<file path="config.mk">
export PLATFORM = sky130hd
export DESIGN_NAME = button_debouncer_flat
export DESIGN_NICKNAME = d
export VERILOG_FILES = /design/src/rtl/button_debouncer_if.sv /design/src/rtl/button_debouncer.sv /design/src/flat_wrapper.sv
export SDC_FILE = /design/constraint.sdc
export NUM_CORES = 1
export LEC_CHECK = 0
export ABC_CLOCK_PERIOD_IN_PS = 2200
export CAP_MARGIN = 5
export CORE_UTILIZATION = 25
export CTS_CLUSTER_DIAMETER = 120
export DETAILED_ROUTE_END_ITERATION = 6
export GPL_ROUTABILITY_DRIVEN = 0
export GPL_TIMING_DRIVEN = 1
export SLEW_MARGIN = 10
export SYNTH_ARGS = -nofsm -noshare
export SYNTH_HDL_FRONTEND = slang
export SYNTH_SLANG_ARGS = --single-unit
</file>
<file path="constraint.sdc">
create_clock -name clkin -period 2.2 [get_ports clkin]
set_input_delay 0.44 -clock clkin [delete_from_list [all_inputs] [get_ports clkin]]
set_output_delay 0.44 -clock clkin [all_outputs]
set_load 0.01 [all_outputs]
</file>
<file path="src/rtl/button_debouncer_if.sv">
// Signal bundle between the button debouncer and its neighbours: the divided
// sample timebase and raw buttons going in, clean levels and strobes coming out.
interface button_debouncer_if #(
  parameter int NUM_BTN = 5
);
  logic               sample_clk;
  logic [NUM_BTN-1:0] btn_raw;
  logic [NUM_BTN-1:0] btn_level;
  logic [NUM_BTN-1:0] btn_press;
  logic [NUM_BTN-1:0] btn_release;

  modport master (
    output sample_clk,
    output btn_raw,
    input  btn_level,
    input  btn_press,
    input  btn_release
  );

  modport slave (
    input  sample_clk,
    input  btn_raw,
    output btn_level,
    output btn_press,
    output btn_release
  );
endinterface

</file>
<file path="src/rtl/button_debouncer.sv">
// Debounces the push-buttons against strobes derived from the divided sample clock,
// which is synchronised and edge-detected as data; emits levels and press/release pulses.
module button_debouncer #(
  parameter int NUM_BTN        = 5,
  parameter int STABLE_SAMPLES = 4
) (
  input logic               clkin,
  input logic               reset,
  button_debouncer_if.slave bus
);
  typedef enum logic [1:0] {IDLE_LOW, PEND_HIGH, IDLE_HIGH, PEND_LOW} state_t;

  localparam logic [3:0] STABLE = 4'(STABLE_SAMPLES);

  logic               s1, s2, s3;
  logic               strobe;
  logic [NUM_BTN-1:0] sb_meta, sb;
  state_t             state      [NUM_BTN];
  state_t             state_next [NUM_BTN];
  logic [3:0]         cnt        [NUM_BTN];
  logic [3:0]         cnt_next   [NUM_BTN];
  logic [NUM_BTN-1:0] level_q, press_q, release_q;
  logic [NUM_BTN-1:0] level_next, rise, fall;

  assign strobe = s2 & ~s3;

  // s3 only remembers the previous s2, so a held sample_clk yields a single strobe.
  always_ff @(posedge clkin or posedge reset) begin
    if (reset) begin
      s1      <= 1'b0;
      s2      <= 1'b0;
      s3      <= 1'b0;
      sb_meta <= '0;
      sb      <= '0;
    end else begin
      s1      <= bus.sample_clk;
      s2      <= s1;
      s3      <= s2;
      sb_meta <= bus.btn_raw;
      sb      <= sb_meta;
    end
  end

  always_ff @(posedge clkin or posedge reset) begin
    if (reset) begin
      for (int i = 0; i < NUM_BTN; i++) begin
        state[i] <= IDLE_LOW;
        cnt[i]   <= 4'd0;
      end
      level_q   <= '0;
      press_q   <= '0;
      release_q <= '0;
    end else begin
      for (int i = 0; i < NUM_BTN; i++) begin
        state[i] <= state_next[i];
        cnt[i]   <= cnt_next[i];
      end
      level_q   <= level_next;
      press_q   <= rise;
      release_q <= fall;
    end
  end

  // Each channel only moves on a strobe; a disagreeing sample aborts the pending run.
  always_comb begin
    rise = '0;
    fall = '0;
    for (int i = 0; i < NUM_BTN; i++) begin
      state_next[i] = state[i];
      cnt_next[i]   = cnt[i];
      if (strobe) begin
        case (state[i])
          IDLE_LOW: begin
            if (sb[i]) begin
              if (STABLE == 4'd1) begin
                state_next[i] = IDLE_HIGH;
                rise[i]       = 1'b1;
              end else begin
                state_next[i] = PEND_HIGH;
                cnt_next[i]   = 4'd1;
              end
            end
          end
          PEND_HIGH: begin
            if (sb[i]) begin
              if (cnt[i] + 4'd1 == STABLE) begin
                state_next[i] = IDLE_HIGH;
                cnt_next[i]   = 4'd0;
                rise[i]       = 1'b1;
              end else begin
                cnt_next[i] = cnt[i] + 4'd1;
              end
            end else begin
              state_next[i] = IDLE_LOW;
              cnt_next[i]   = 4'd0;
            end
          end
          IDLE_HIGH: begin
            if (!sb[i]) begin
              if (STABLE == 4'd1) begin
                state_next[i] = IDLE_LOW;
                fall[i]       = 1'b1;
              end else begin
                state_next[i] = PEND_LOW;
                cnt_next[i]   = 4'd1;
              end
            end
          end
          PEND_LOW: begin
            if (!sb[i]) begin
              if (cnt[i] + 4'd1 == STABLE) begin
                state_next[i] = IDLE_LOW;
                cnt_next[i]   = 4'd0;
                fall[i]       = 1'b1;
              end else begin
                cnt_next[i] = cnt[i] + 4'd1;
              end
            end else begin
              state_next[i] = IDLE_HIGH;
              cnt_next[i]   = 4'd0;
            end
          end
          default: begin
            state_next[i] = IDLE_LOW;
            cnt_next[i]   = 4'd0;
          end
        endcase
      end
    end
    level_next = (level_q | rise) & ~fall;
  end

  assign bus.btn_level   = level_q;
  assign bus.btn_press   = press_q;
  assign bus.btn_release = release_q;
endmodule
</file>
<file path="src/flat_wrapper.sv">
// flat-port wrapper written by rule: the top's interface ports become plain ports
module button_debouncer_flat 
#(
  parameter int NUM_BTN        = 5,
  parameter int STABLE_SAMPLES = 4
)
  (clkin, reset, bus_sample_clk, bus_btn_raw, bus_btn_level, bus_btn_press, bus_btn_release);
  button_debouncer_if #(.NUM_BTN(NUM_BTN)) bus_i ();
  input logic clkin;
  input logic reset;
  input wire logic [$bits(bus_i.sample_clk)-1:0] bus_sample_clk;
  input wire logic [$bits(bus_i.btn_raw)-1:0] bus_btn_raw;
  output wire logic [$bits(bus_i.btn_level)-1:0] bus_btn_level;
  output wire logic [$bits(bus_i.btn_press)-1:0] bus_btn_press;
  output wire logic [$bits(bus_i.btn_release)-1:0] bus_btn_release;
  assign bus_i.sample_clk = bus_sample_clk;
  assign bus_i.btn_raw = bus_btn_raw;
  assign bus_btn_level = bus_i.btn_level;
  assign bus_btn_press = bus_i.btn_press;
  assign bus_btn_release = bus_i.btn_release;
  button_debouncer #(.NUM_BTN(NUM_BTN), .STABLE_SAMPLES(STABLE_SAMPLES)) u_core (.clkin(clkin), .reset(reset), .bus(bus_i));
endmodule
</file>
Word level (Yosys, flattened, before mapping)
Cells that the tools add are included.
- multiplexer cells: 100
- $add $sub $neg: 5
- bitwise operators: 5
- equal/unequal tests: 40
- reductions and logical operators: 15
- operators by type and width (kind ; number):
    $mux W4 ; 25
    $pmux W4 S4 ; 5
    $mux W2 ; 30
    $pmux W2 S4 ; 5
    $mux W1 ; 35
    $reduce_and A5 Y1 ; 5
    $add A4 B1 Y4 const B ; 5
    $eq A2 B2 Y1 const B ; 10
    $eq A4 B3 Y1 const B ; 5
    $ne A3 B1 Y1 const B ; 5
    $ne A3 B3 Y1 const B ; 5
    $reduce_and A3 Y1 ; 5
    $eq A2 B1 Y1 const B ; 5
    $logic_not A2 Y1 ; 5
    $ne A2 B1 Y1 const B ; 5
    $ne A2 B2 Y1 const B ; 5
    $and A5 B5 Y5 ; 1
    $not A5 Y5 ; 1
    $or A5 B5 Y5 ; 1
    $and A1 B1 Y1 ; 1
    $not A1 Y1 ; 1
- bits in registers: 58
- word-level logic and storage cells: 183

Longest topological paths before layout
Gate-level depths: netlist of run 1.
- word-level depth: 8
- depth in mapped cells: 6
- gate-level depth less buffers: 5

Worst setup path after synthesis of run 1
OpenSTA, ideal clock, no wires.
- path kind: register -> register
- from: register u_core.cnt[12] (netlist bit)
- to: register u_core.level_q[1], in the netlist u_core.bus.btn_level[1]
- setup slack: 0.591 ns
- data arrival time: 1.483 ns
- cell stages (with the launch flop): 6
- path buffers: 0
- required time: 2.074 ns
- period minus slack after synthesis: 1.609 ns
- cells stage by stage: dfrtp_1 ha_1 nor2b_1 a32o_1 nand4_1 a221o_1
- cells in the longest elaborated chain, start to end: 8
- elaborated cells on any way between the ends: 12
- classes of those cells: 1 x add/sub; 1 x eq/ne; 7 x mux; 3 x bitwise
- RTL lines (element ; RTL line ; text):
    from (decl) ; button_debouncer.sv:20 ; logic [3:0] cnt [NUM_BTN];
    from (signal, indexed assignment) ; button_debouncer.sv:56 ; cnt[i] <= cnt_next[i];
    $add A4 B1 Y4 (*) ; button_debouncer.sv:86, button_debouncer.sv:111 ;
    $eq A4 B3 Y1 (*) ; button_debouncer.sv:86, button_debouncer.sv:111 ;
    $mux W1 (*) ; button_debouncer.sv:86, button_debouncer.sv:111 ;
    $mux W1 (on tied branches) ; button_debouncer.sv:85, button_debouncer.sv:110 ;
    $mux W1 ; button_debouncer.sv:72 ; case (state[i])
    $mux W1 ; button_debouncer.sv:71 ; if (strobe) begin
    $or A5 B5 Y5 or $not A5 Y5 (tied branches) ; button_debouncer.sv:130 ; level_next = (level_q | rise) & ~fall;
    $and A5 B5 Y5 (*) ; button_debouncer.sv:130 ;
    via u_core.level_next[1] ; button_debouncer.sv:23 ; logic [NUM_BTN-1:0] level_next, rise, fall;
    to (signal assigned) ; button_debouncer.sv:58 ; level_q <= level_next;
    to (decl) ; button_debouncer.sv:22 ; logic [NUM_BTN-1:0] level_q, press_q, release_q;
Mark *: on every way through the listed nets, which the timed path passes. The rest lies on a longest branch.
A chain may end at the register's enable or synchronous reset.

Worst setup path after layout of run 1
Same ends and word-level chain as after synthesis.

==> results of run 1 <==
## cells by family (layout without fill, tap and decap cells)
group                    count (synthesis)  in the layout
buffers and inverters                   17             54
AO/OA/AOI/OAI                           64             64
flip-flops                              58             58
adder cells (fa/ha/maj)                  9              9
XOR/XNOR                                 8              8
multiplexers                             5              5
AND/OR/NAND/NOR                         95             95
## report_power, final
part / internal, W / switching [W] / leakage, nW
Clock: 0.000524 / 0.000449 / 0.0925
Sequential: 0.00123 / 0.000220 / 0.735
Combinational: 0.000278 / 0.000316 / 0.571
## layer usage
metal	up-vias	GRT usage [%]
met5	-	0
met4	0	6.052
met3	9	2.968
met2	21	15.46
met1	965	11.27
li1	979	-
## state kept, by name, indices dropped and copies added (netlist names), named ones only
register	cells
u_core.s2	1
u_core.cnt	20
u_core.bus.btn_level	5
u_core.s1	1
u_core.sb	5
u_core.bus.btn_release	5
u_core.bus.btn_press	5
u_core.sb_meta	5
u_core.s3	1
u_core.state	5
## worst max path at each step
stage / cells after the start / to / startpoint / slack [ps]
floorplan: 1 / asynchronous set/reset pin / reset / 330
global placement: 5 / u_core.bus.btn_level[1]$_DFF_PP0_ / u_core.cnt[12]$_DFFE_PP0P_ / 490
detailed placement: 5 / u_core.bus.btn_level[1]$_DFF_PP0_ / u_core.cnt[12]$_DFFE_PP0P_ / 420
CTS: 5 / u_core.bus.btn_level[1]$_DFF_PP0_ / u_core.cnt[12]$_DFFE_PP0P_ / 390
global route: 5 / u_core.bus.btn_level[1]$_DFF_PP0_ / u_core.cnt[12]$_DFFE_PP0P_ / 270
finish: 5 / u_core.bus.btn_level[1]$_DFF_PP0_ / u_core.cnt[12]$_DFFE_PP0P_ / 390
## cell type report
class / count / area, um^2
clock buffer: 10 / 127.6
multi-input combinational: 181 / 1169
inverter: 13 / 48.80
timing repair buffer: 25 / 255.2
clock inverter: 6 / 67.56
fill: 1075 / 7081
tap: 136 / 170.2
sequential: 58 / 1451
## cells in the mapped netlist (2+ instances only)
cell type | instances | area (um^2)
inv_1 | 13 | 48.80
and2_1 | 3 | 18.77
nor3_1 | 10 | 50.05
nand4_1 | 3 | 18.77
ha_1 | 9 | 112.6
a21boi_0 | 2 | 15.01
buf_2 | 3 | 15.01
nor4_1 | 2 | 12.51
a31oi_1 | 3 | 18.77
mux2_2 | 2 | 22.52
nor2b_1 | 5 | 31.28
a21bo_1 | 2 | 20.02
nand3b_1 | 2 | 15.01
nand3_1 | 7 | 35.03
nor3b_1 | 4 | 30.03
dfrtp_1 | 58 | 1451
o31ai_1 | 2 | 15.01
a32o_1 | 3 | 30.03
nand2_1 | 44 | 165.2
a21oi_1 | 12 | 60.06
nor2_1 | 3 | 11.26
nand2b_1 | 4 | 25.02
xor2_1 | 7 | 61.31
and3_1 | 2 | 12.51
a211o_1 | 2 | 17.52
mux2i_1 | 2 | 20.02
a2bb2oi_1 | 2 | 17.52
a31o_2 | 2 | 17.52
o21ai_0 | 22 | 110.1
## through the flow
stage	std cells	instance area [um^2]	power, W
after floorplan	256	2685	0.001890
after global placement	413	3094	0.002034
after detailed placement	413	3094	0.002063
after CTS	429	3289	0.003060
after global routing	429	3289	0.003218
final	429	3289	0.003013
==> metrics.csv, run 1 <==
metric,value,unit
initial antenna violation count,0,
RSZ-0062 raised after global routing,false,
"Seq/Total Area, Yosys",54.05,%
CTS tree,yes,
Hold EP,u_core.sb[3]$_DFF_PP0_,
Clock Path Buffers,2,
clk_lat worst skew,340,ps
routed wire length,4978,um
initial drt markers,52,
critical path type,reg2reg,
final setup margin,390.9,ps
Worst Skew,4.373,ps
met2 routed WL,2296,um
Synth Area in XOR/XNOR,2.610,%
crit path time final,1809,ps
Port Buf Inserts,22,
Static Leak,1.399,nW
synthesized flop and latch total,58,
ys flop type,dfrtp_1,
slew at the pin closest to its max-slew limit,579.7,ps
share of layout cells above drive strength 1,10.24,%
DP HPWL,3306,um
syn nets,273,
R2R Path End,u_core.bus.btn_level[1]$_DFF_PP0_,
crit path capture type,flip-flop,
max incr delay on CP,450,ps
diodes inserted,0,
Vias/cell,4.601,
mapped cell area,2685,um^2
largest family of logic cells by synthesized area,simple AND/OR/NAND/NOR gates,
nets@finish,305,
pin count of the biggest net entering global routing,59,
vias in the first global route,1899,
Die Ht,105.6,um
first-pass GRT wire length,8445,um
Post-synth EDFFs,0,
WP buf/inv,0,
setup bufs post-CTS,0,
Final ANT Viol Nets,0,
row count,37,
endpoints failing setup,0,
iteration count of the initial detailed-routing pass,4,
most frequent cells in the layout,"dfrtp_1, nand2_1, o21ai_0, clkdlybuf4s50_1",
pre-CTS setup slack,422.6,ps
post-synthesis mux area share,2.144,%
clock sinks,58,
maximum VDD drop,0.2950,mV
CTS Root Cell,clkbuf_8,
crit-path leading delay family,compound AO/OA/AOI/OAI gates,
DRC viols,0,
Critical Path Source Type,flip-flop,
reg2reg path depth,5,
area share of and/or/nand/nor cells after synthesis,17.85,%
Setup TNS Final,0,ps
starting density of the core,25.89,%
status,"finished, final reports clean",
Cells after Synth,256,
"reg-to-reg slack, setup",390,ps
Max Used Layer,met4,
Fin Hold WS,349.9,ps
mean post-synth cell area,10.49,um^2
CP Max Fanout,7,
final period utilization,82.23,%
DR WL met3,166,um
die width,105.6,um
routed via count,1974,
Clock Pin Slew Worst Setup and Hold Paths,70,ps
Final Hold Vio Count,0,
"Req. time, crit path",2420,ps
I/O pins,23,
critical-path cell list,ha_1 > nor2b_1 > a32o_1 > nand4_1 > a221o_1,
Worst Path Arrival,2030,ps
PD cells,916.0,nW/um^2
synth warn,0,
Synth Area in Compound Gates,16.64,%
mean routed wirelength per cell,11.60,um
met1 WL,2402,um
Synth cell types,50,
Worst slew margin,61.18,%
final core utilization,31.72,%
# resized after CTS,0,
die area,11160,um^2
crit path max-delay cell type,dfrtp_1,
"Async S/R FF share, synth",100.0,%
max-cap violations,0,
htree depth,3,
Crit Reg-Reg Startpoint,u_core.cnt[12]$_DFFE_PP0P_,
WHS Path Cells,0,
"leading cell type in the layout, fill and taps excluded",dfrtp_1,
"Hold-fix buffers, CTS",0,
"Area growth, synth to finish",22.51,%
Max Clk Rate,552.8,MHz
gr usage total,9.659,%
adder-cell share of the synthesized area,4.194,%
Slew Limit Fails,0,
hold wc startpoint,u_core.sb_meta[3]$_DFF_PP0_,
worst min path class,reg2reg,
core footprint,10370,um^2
TritonCTS buffer count,9,
GRT overflow,0,
No activity file was read; power rests on OpenSTA's default activity.
==> run 2: changes to the inputs <==
- ABC_CLOCK_PERIOD_IN_PS: 2200 -> 1800
- clock period: 2.2 -> 1.8 ns (I/O delays scaled with it)
==> run 2 against run 1 <==
Sequential share of layout area is 1.1 points lower. Maximum frequency is 6.4% higher. Register-to-register slack worse by 290 ps. Clock skew is 6.1 ps higher. Setup slack worse by 290 ps. Die area stayed put. Clock power is 38% higher. Worst hold slack worse by 89 ps. Clock-buffer cell count is 1 higher. First-iteration DRC count is 3.8% lower. Final cell count is 1.9% higher.
==> metrics.csv, run 2 (synthesis gave the netlist of run 1 again) <==
metric,value,unit,change
status,"finished, final reports clean",,unchanged
"Req. time, crit path",2020,ps,was 2420 ps
number of cells on the critical path,5,,unchanged
crit path time final,1700,ps,was 1809 ps
worst min path class,in2async,,was reg2reg
Worst Path Arrival,1920,ps,was 2030 ps
CP Launch Point,u_core.cnt[13]$_DFFE_PP0P_,,was u_core.cnt[12]$_DFFE_PP0P_
first-pass GRT wire length,8769,um,was 8445 um
pin count of the biggest net entering global routing,39,,was 59
Die Ht,105.6,um,unchanged
Worst slew margin,74.51,%,was 61.18%
core footprint,10370,um^2,unchanged
CTS tree,yes,,unchanged
mean routed wirelength per cell,11.55,um,was 11.60 um
die width,105.6,um,unchanged
final period utilization,94.42,%,was 82.23%
CP Max Fanout,6,,was 7
PD cells,1156,nW/um^2,was 916.0 nW/um^2
row count,37,,unchanged
TritonCTS buffer count,9,,unchanged
vias in the first global route,1944,,was 1899
I/O pins,23,,unchanged
initial antenna violation count,0,,unchanged
Final Hold Vio Count,0,,unchanged
GRT overflow,0,,unchanged
"reg-to-reg slack, setup",100,ps,was 390 ps
max incr delay on CP,440,ps,was 450 ps
starting density of the core,25.89,%,unchanged
Post-Place Cells,420,,was 413
clock sinks,58,,unchanged
max-cap violations,0,,unchanged
area taken by flip-flops and latches,1451,um^2,unchanged
Fillers,1072,,was 1075
die area,11160,um^2,unchanged
critical-path cell list,ha_1 > nor2b_2 > a32o_2 > nand4_1 > a221o_1,,was ha_1 > nor2b_1 > a32o_1 > nand4_1 > a221o_1
Critical Path Source Type,flip-flop,,unchanged
DP HPWL,3420,um,was 3306 um
gr usage total,10.08,%,was 9.659%
"leading cell type in the layout, fill and taps excluded",dfrtp_1,,unchanged
Worst Skew,10.43,ps,was 4.373 ps
final core utilization,32.57,%,was 31.72%
DRC viols,0,,unchanged
maximum VDD drop,0.3998,mV,was 0.2950 mV
Crit Reg-Reg Startpoint,u_core.cnt[13]$_DFFE_PP0P_,,was u_core.cnt[12]$_DFFE_PP0P_
Area after DPL,3147,um^2,was 3094 um^2
Post-Layout Cell Count,437,,was 429
most frequent cells in the layout,"dfrtp_1, nand2_1, o21ai_0, clkdlybuf4s50_1",,unchanged
routed via count,2001,,was 1974
Slew Limit Fails,0,,unchanged
Final Power,0.003904,W,was 0.003013 W
Fin Hold WS,260.6,ps,was 349.9 ps
htree depth,3,,unchanged
Biggest register,u_core.cnt,,unchanged
R2R Path End,u_core.bus.btn_level[1]$_DFF_PP0_,,unchanged
reg2reg path depth,5,,unchanged
multi-input logic area,1172,um^2,was 1169 um^2
crit path capture type,flip-flop,,unchanged
endpoints failing setup,0,,unchanged
slew at the pin closest to its max-slew limit,378.3,ps,was 579.7 ps
CTS Root Cell,clkbuf_8,,unchanged
routed wire length,5047,um,was 4978 um
"Hold-fix buffers, CTS",0,,unchanged
share of layout cells above drive strength 1,13.29,%,was 10.24%
clk_lat worst skew,340,ps,about the same
Final ANT Viol Nets,0,,unchanged
critical path type,reg2reg,,unchanged
nets@finish,313,,was 305
Max Clk Rate,588.4,MHz,was 552.8 MHz
Clock Pin Slew Worst Setup and Hold Paths,70,ps,about the same
Clock Path Buffers,2,,unchanged
crit path max-delay cell type,dfrtp_1,,unchanged
crit-path leading delay family,compound AO/OA/AOI/OAI gates,,unchanged
Static Leak,1.460,nW,was 1.399 nW
end point of the critical path,u_core.bus.btn_level[1]$_DFF_PP0_,,unchanged
diodes inserted,0,,unchanged
max FFs per register,20,,unchanged
iteration count of the initial detailed-routing pass,4,,unchanged
post-route cell area,3377,um^2,was 3289 um^2
Vias/cell,4.579,,was 4.601
initial drt markers,50,,was 52
"Area growth, synth to finish",25.77,%,was 22.51%
Port Buf Inserts,22,,unchanged
WP buf/inv,0,,unchanged
==> run 2: cell count changes in the layout (fill, tap and decap cells not counted), sizes merged <==
cell and delta:
buf +8, bufinv +1, clkbuf +1, clkinv -1, clkinvlp -1
==> run 2: per-stage QoR <==
stage / TNS [ps] / setup WS, ps
2_1_floorplan: 0 / 12.01
3_3_place_gp: 0 / 143.8
3_5_place_dp: 0 / 55.34
4_1_cts: 0 / 37.88
5_1_grt: -11.36 / -11.36
6_report: 0 / 100.4
==> run 2: what timing repair did <==
action                                  4_1_cts  5_1_grt
setup buffers                                 0        1
hold endpoints to repair                      0        0
resized for setup                             0        2
endpoints found under the setup margin        0        2
==> run 2: cell type report <==
class	count	share of cell area [%]
clock inverter	5	2.297
multi-input combinational	181	34.72
sequential	58	42.98
timing repair buffer	33	9.337
clock buffer	11	4.187
inverter	13	1.445
tap	136	5.039
==> run 2: worst min-delay path by stage <==
stage,end,cells past startpoint,slack (ps)
after CTS,u_core.bus.btn_press[0]$_DFF_PP0_,2,260
after floorplan,u_core.s2$_DFF_PP0_,0,330
after detailed placement,u_core.sb[0]$_DFF_PP0_,0,330
after global placement,u_core.sb[4]$_DFF_PP0_,0,330
after global routing,u_core.bus.btn_press[0]$_DFF_PP0_,2,260
final,u_core.bus.btn_press[2]$_DFF_PP0_,2,260
==> run 2: power by group <==
group	total [W]	leakage [nW]	switching, W	internal [W]
Sequential	0.00173	0.735	0.000226	0.00150
Combinational	0.000834	0.615	0.000440	0.000393
Clock	0.00134	0.109	0.000532	0.000813
==> run 2: per-layer routing <==
layer | wire (um) | vias to the layer above | global-route usage (%) | part of all wire, %
li1 | - | 994 | - | -
met1 | 2410 | 966 | 12.29 | 48
met2 | 2326 | 32 | 15.88 | 46
met3 | 210 | 9 | 3.772 | 4.2
met4 | 99 | 0 | 4.464 | 2.0
met5 | 0 | - | 0 | 0
==> run 3: changes to the inputs <==
- DONT_BUFFER_PORTS: not set -> 1
- GPL_ROUTABILITY_DRIVEN: 0 -> not set
==> run 3 against run 2 <==
Final cell count is 5.7% lower. Sequential cell count stayed put. Routed wire length is 2.8% lower. First-iteration DRC count is 94% higher. Critical path depth stayed put. Register-to-register slack hardly changed. Via count is 6.9% lower. Non-clock buffer count is 24 lower. Maximum frequency hardly changed. Clock skew is 2.9 ps lower. Utilization is 2.4 points lower. Clock power is 14% lower. Critical path type unchanged.
==> metrics.csv, run 3 (synthesis gave the netlist of run 1 again) <==
metric,value,unit,change
Max Clk Rate,588.2,MHz,was 588.4 MHz
Worst Skew,7.512,ps,was 10.43 ps
critical path type,reg2reg,,unchanged
Final Power,0.003661,W,was 0.003904 W
worst min path class,in2reg,,was in2async
routed wire length,4907,um,was 5047 um
final setup margin,99.84,ps,was 100.4 ps
Clock Pin Slew Worst Setup and Hold Paths,70,ps,about the same
Die Ht,105.6,um,unchanged
Final Hold Vio Count,0,,unchanged
crit path time final,1700,ps,about the same
share of layout cells above drive strength 1,12.68,%,was 13.29%
RSZ-0062 raised after global routing,false,,
slew at the pin closest to its max-slew limit,428.3,ps,was 378.3 ps
endpoints failing setup,0,,unchanged
Port Buf Inserts,0,,was 22
clock sinks,58,,unchanged
initial drt markers,97,,was 50
core footprint,10370,um^2,unchanged
Biggest register,u_core.cnt,,unchanged
Worst Path Arrival,1910,ps,was 1920 ps
CP Max Fanout,6,,unchanged
final period utilization,94.45,%,was 94.42%
crit-path leading delay family,compound AO/OA/AOI/OAI gates,,unchanged
htree depth,3,,unchanged
pre-CTS setup slack,85.64,ps,was 55.34 ps
max FFs per register,20,,unchanged
max-cap violations,0,,unchanged
clk_lat worst skew,330,ps,was 340 ps
iteration count of the initial detailed-routing pass,4,,unchanged
crit path max-delay cell type,dfrtp_2,,was dfrtp_1
maximum VDD drop,0.4161,mV,was 0.3998 mV
WP buf/inv,0,,unchanged
vias in the first global route,1904,,was 1944
most frequent cells in the layout,"dfrtp_1, nand2_1, o21ai_0, a21oi_1, inv_1",,"was dfrtp_1, nand2_1, o21ai_0, clkdlybuf4s50_1"
PD cells,1172,nW/um^2,was 1156 nW/um^2
Vias/cell,4.522,,was 4.579
pin count of the biggest net entering global routing,59,,was 39
nets@finish,289,,was 313
mean routed wirelength per cell,11.91,um,was 11.55 um
Setup TNS Final,0,ps,unchanged
max incr delay on CP,440,ps,about the same
TritonCTS buffer count,9,,unchanged
crit path capture type,flip-flop,,unchanged
"Req. time, crit path",2010,ps,was 2020 ps
DP HPWL,3367,um,was 3420 um
CTS tree,yes,,unchanged
status,"finished, final reports clean",,unchanged
GRT overflow,0,,unchanged
initial antenna violation count,0,,unchanged
"Area growth, synth to finish",16.31,%,was 25.77%
"reg-to-reg slack, setup",100,ps,about the same
first-pass GRT wire length,8728,um,was 8769 um
CTS Root Cell,clkbuf_8,,unchanged
I/O pins,23,,unchanged
diodes inserted,0,,unchanged
DRC viols,0,,unchanged
Clock Path Buffers,2,,unchanged
GPL Wtd Cong,0.7520,,
critical-path cell list,ha_1 > nor2b_2 > a32o_1 > nand4_1 > a221o_1,,was ha_1 > nor2b_2 > a32o_2 > nand4_1 > a221o_1
Critical Path Source Type,flip-flop,,unchanged
Worst slew margin,71.06,%,was 74.51%
Final ANT Viol Nets,0,,unchanged
Slew Limit Fails,0,,unchanged
Fillers,1092,,was 1072
Static Leak,1.352,nW,was 1.460 nW
die width,105.6,um,unchanged
die area,11160,um^2,unchanged
starting density of the core,25.89,%,unchanged
row count,37,,unchanged
routed via count,1863,,was 2001
"leading cell type in the layout, fill and taps excluded",dfrtp_1,,unchanged
gr usage total,9.907,%,was 10.08%
[run 3: what timing repair did]
action                                  in CTS  in global routing
resized for setup                            0                  2
endpoints found under the setup margin       0                  1
hold buffers                                 1                  0
buffers inserted                             0                  0
hold endpoints to repair                    58                  0
[run 3: worst reg2reg max path, delay by kind of cell (launching register included)]
family / cells / cell delay, ps
adder cells (fa/ha/maj): 1 / 210
flip-flops: 1 / 440
AND/OR/NAND/NOR: 2 / 320
AO/OA/AOI/OAI: 2 / 610
[run 3: final timing paths]
path	cells after the start	to	from
setup / recovery	5	u_core.bus.btn_level[1]$_DFF_PP0_	u_core.cnt[13]$_DFFE_PP0P_
hold / removal	0	u_core.sb_meta[2]$_DFF_PP0_	bus_btn_raw[2]
setup reg to reg	5	u_core.bus.btn_level[1]$_DFF_PP0_	u_core.cnt[13]$_DFFE_PP0P_
hold reg to reg	0	u_core.sb[3]$_DFF_PP0_	u_core.sb_meta[3]$_DFF_PP0_
max in group asynchronous	3	u_core.cnt[13]$_DFFE_PP0P_	reset
min in group asynchronous	3	u_core.bus.btn_press[0]$_DFF_PP0_	reset
[run 3: per-stage QoR]
stage / util [%] / area [um^2] / hold WS, ps / instances
after floorplan: - / 2685 / 331.2 / 256
after global placement: 28.20 / 2924 / 334.2 / 396
after detailed placement: 28.20 / 2924 / 336.3 / 396
after CTS: 30.08 / 3119 / 36.30 / 412
after global routing: 30.12 / 3123 / 28.82 / 412
final: 30.12 / 3123 / 52.15 / 412
[run 3: power breakdown]
| part | switching [W] | internal (W) |
|---|---|---|
| logic | 0.000411 | 0.000357 |
| clock network | 0.000485 | 0.000666 |
| registers | 0.000241 | 0.00150 |
| total | 0.00114 | 0.00252 |
[run 3: layer usage]
layer  part of all wire [%]  track usage, %
met1                     49           12.16
met2                     46           15.74
met3                    3.4           3.154
met4                    1.8           4.762
met5                      0               0
[run 3: area by class of cell]
cell class,instances,area (um^2),area share (%)
repair buffers,9,95.09,3.045
inverters,13,48.80,1.562
well taps,136,170.2,5.449
clock buffers,12,145.1,4.647
multi-input cells,181,1171,37.50
clock inverters,3,40.04,1.282
flip-flops and latches,58,1453,46.51
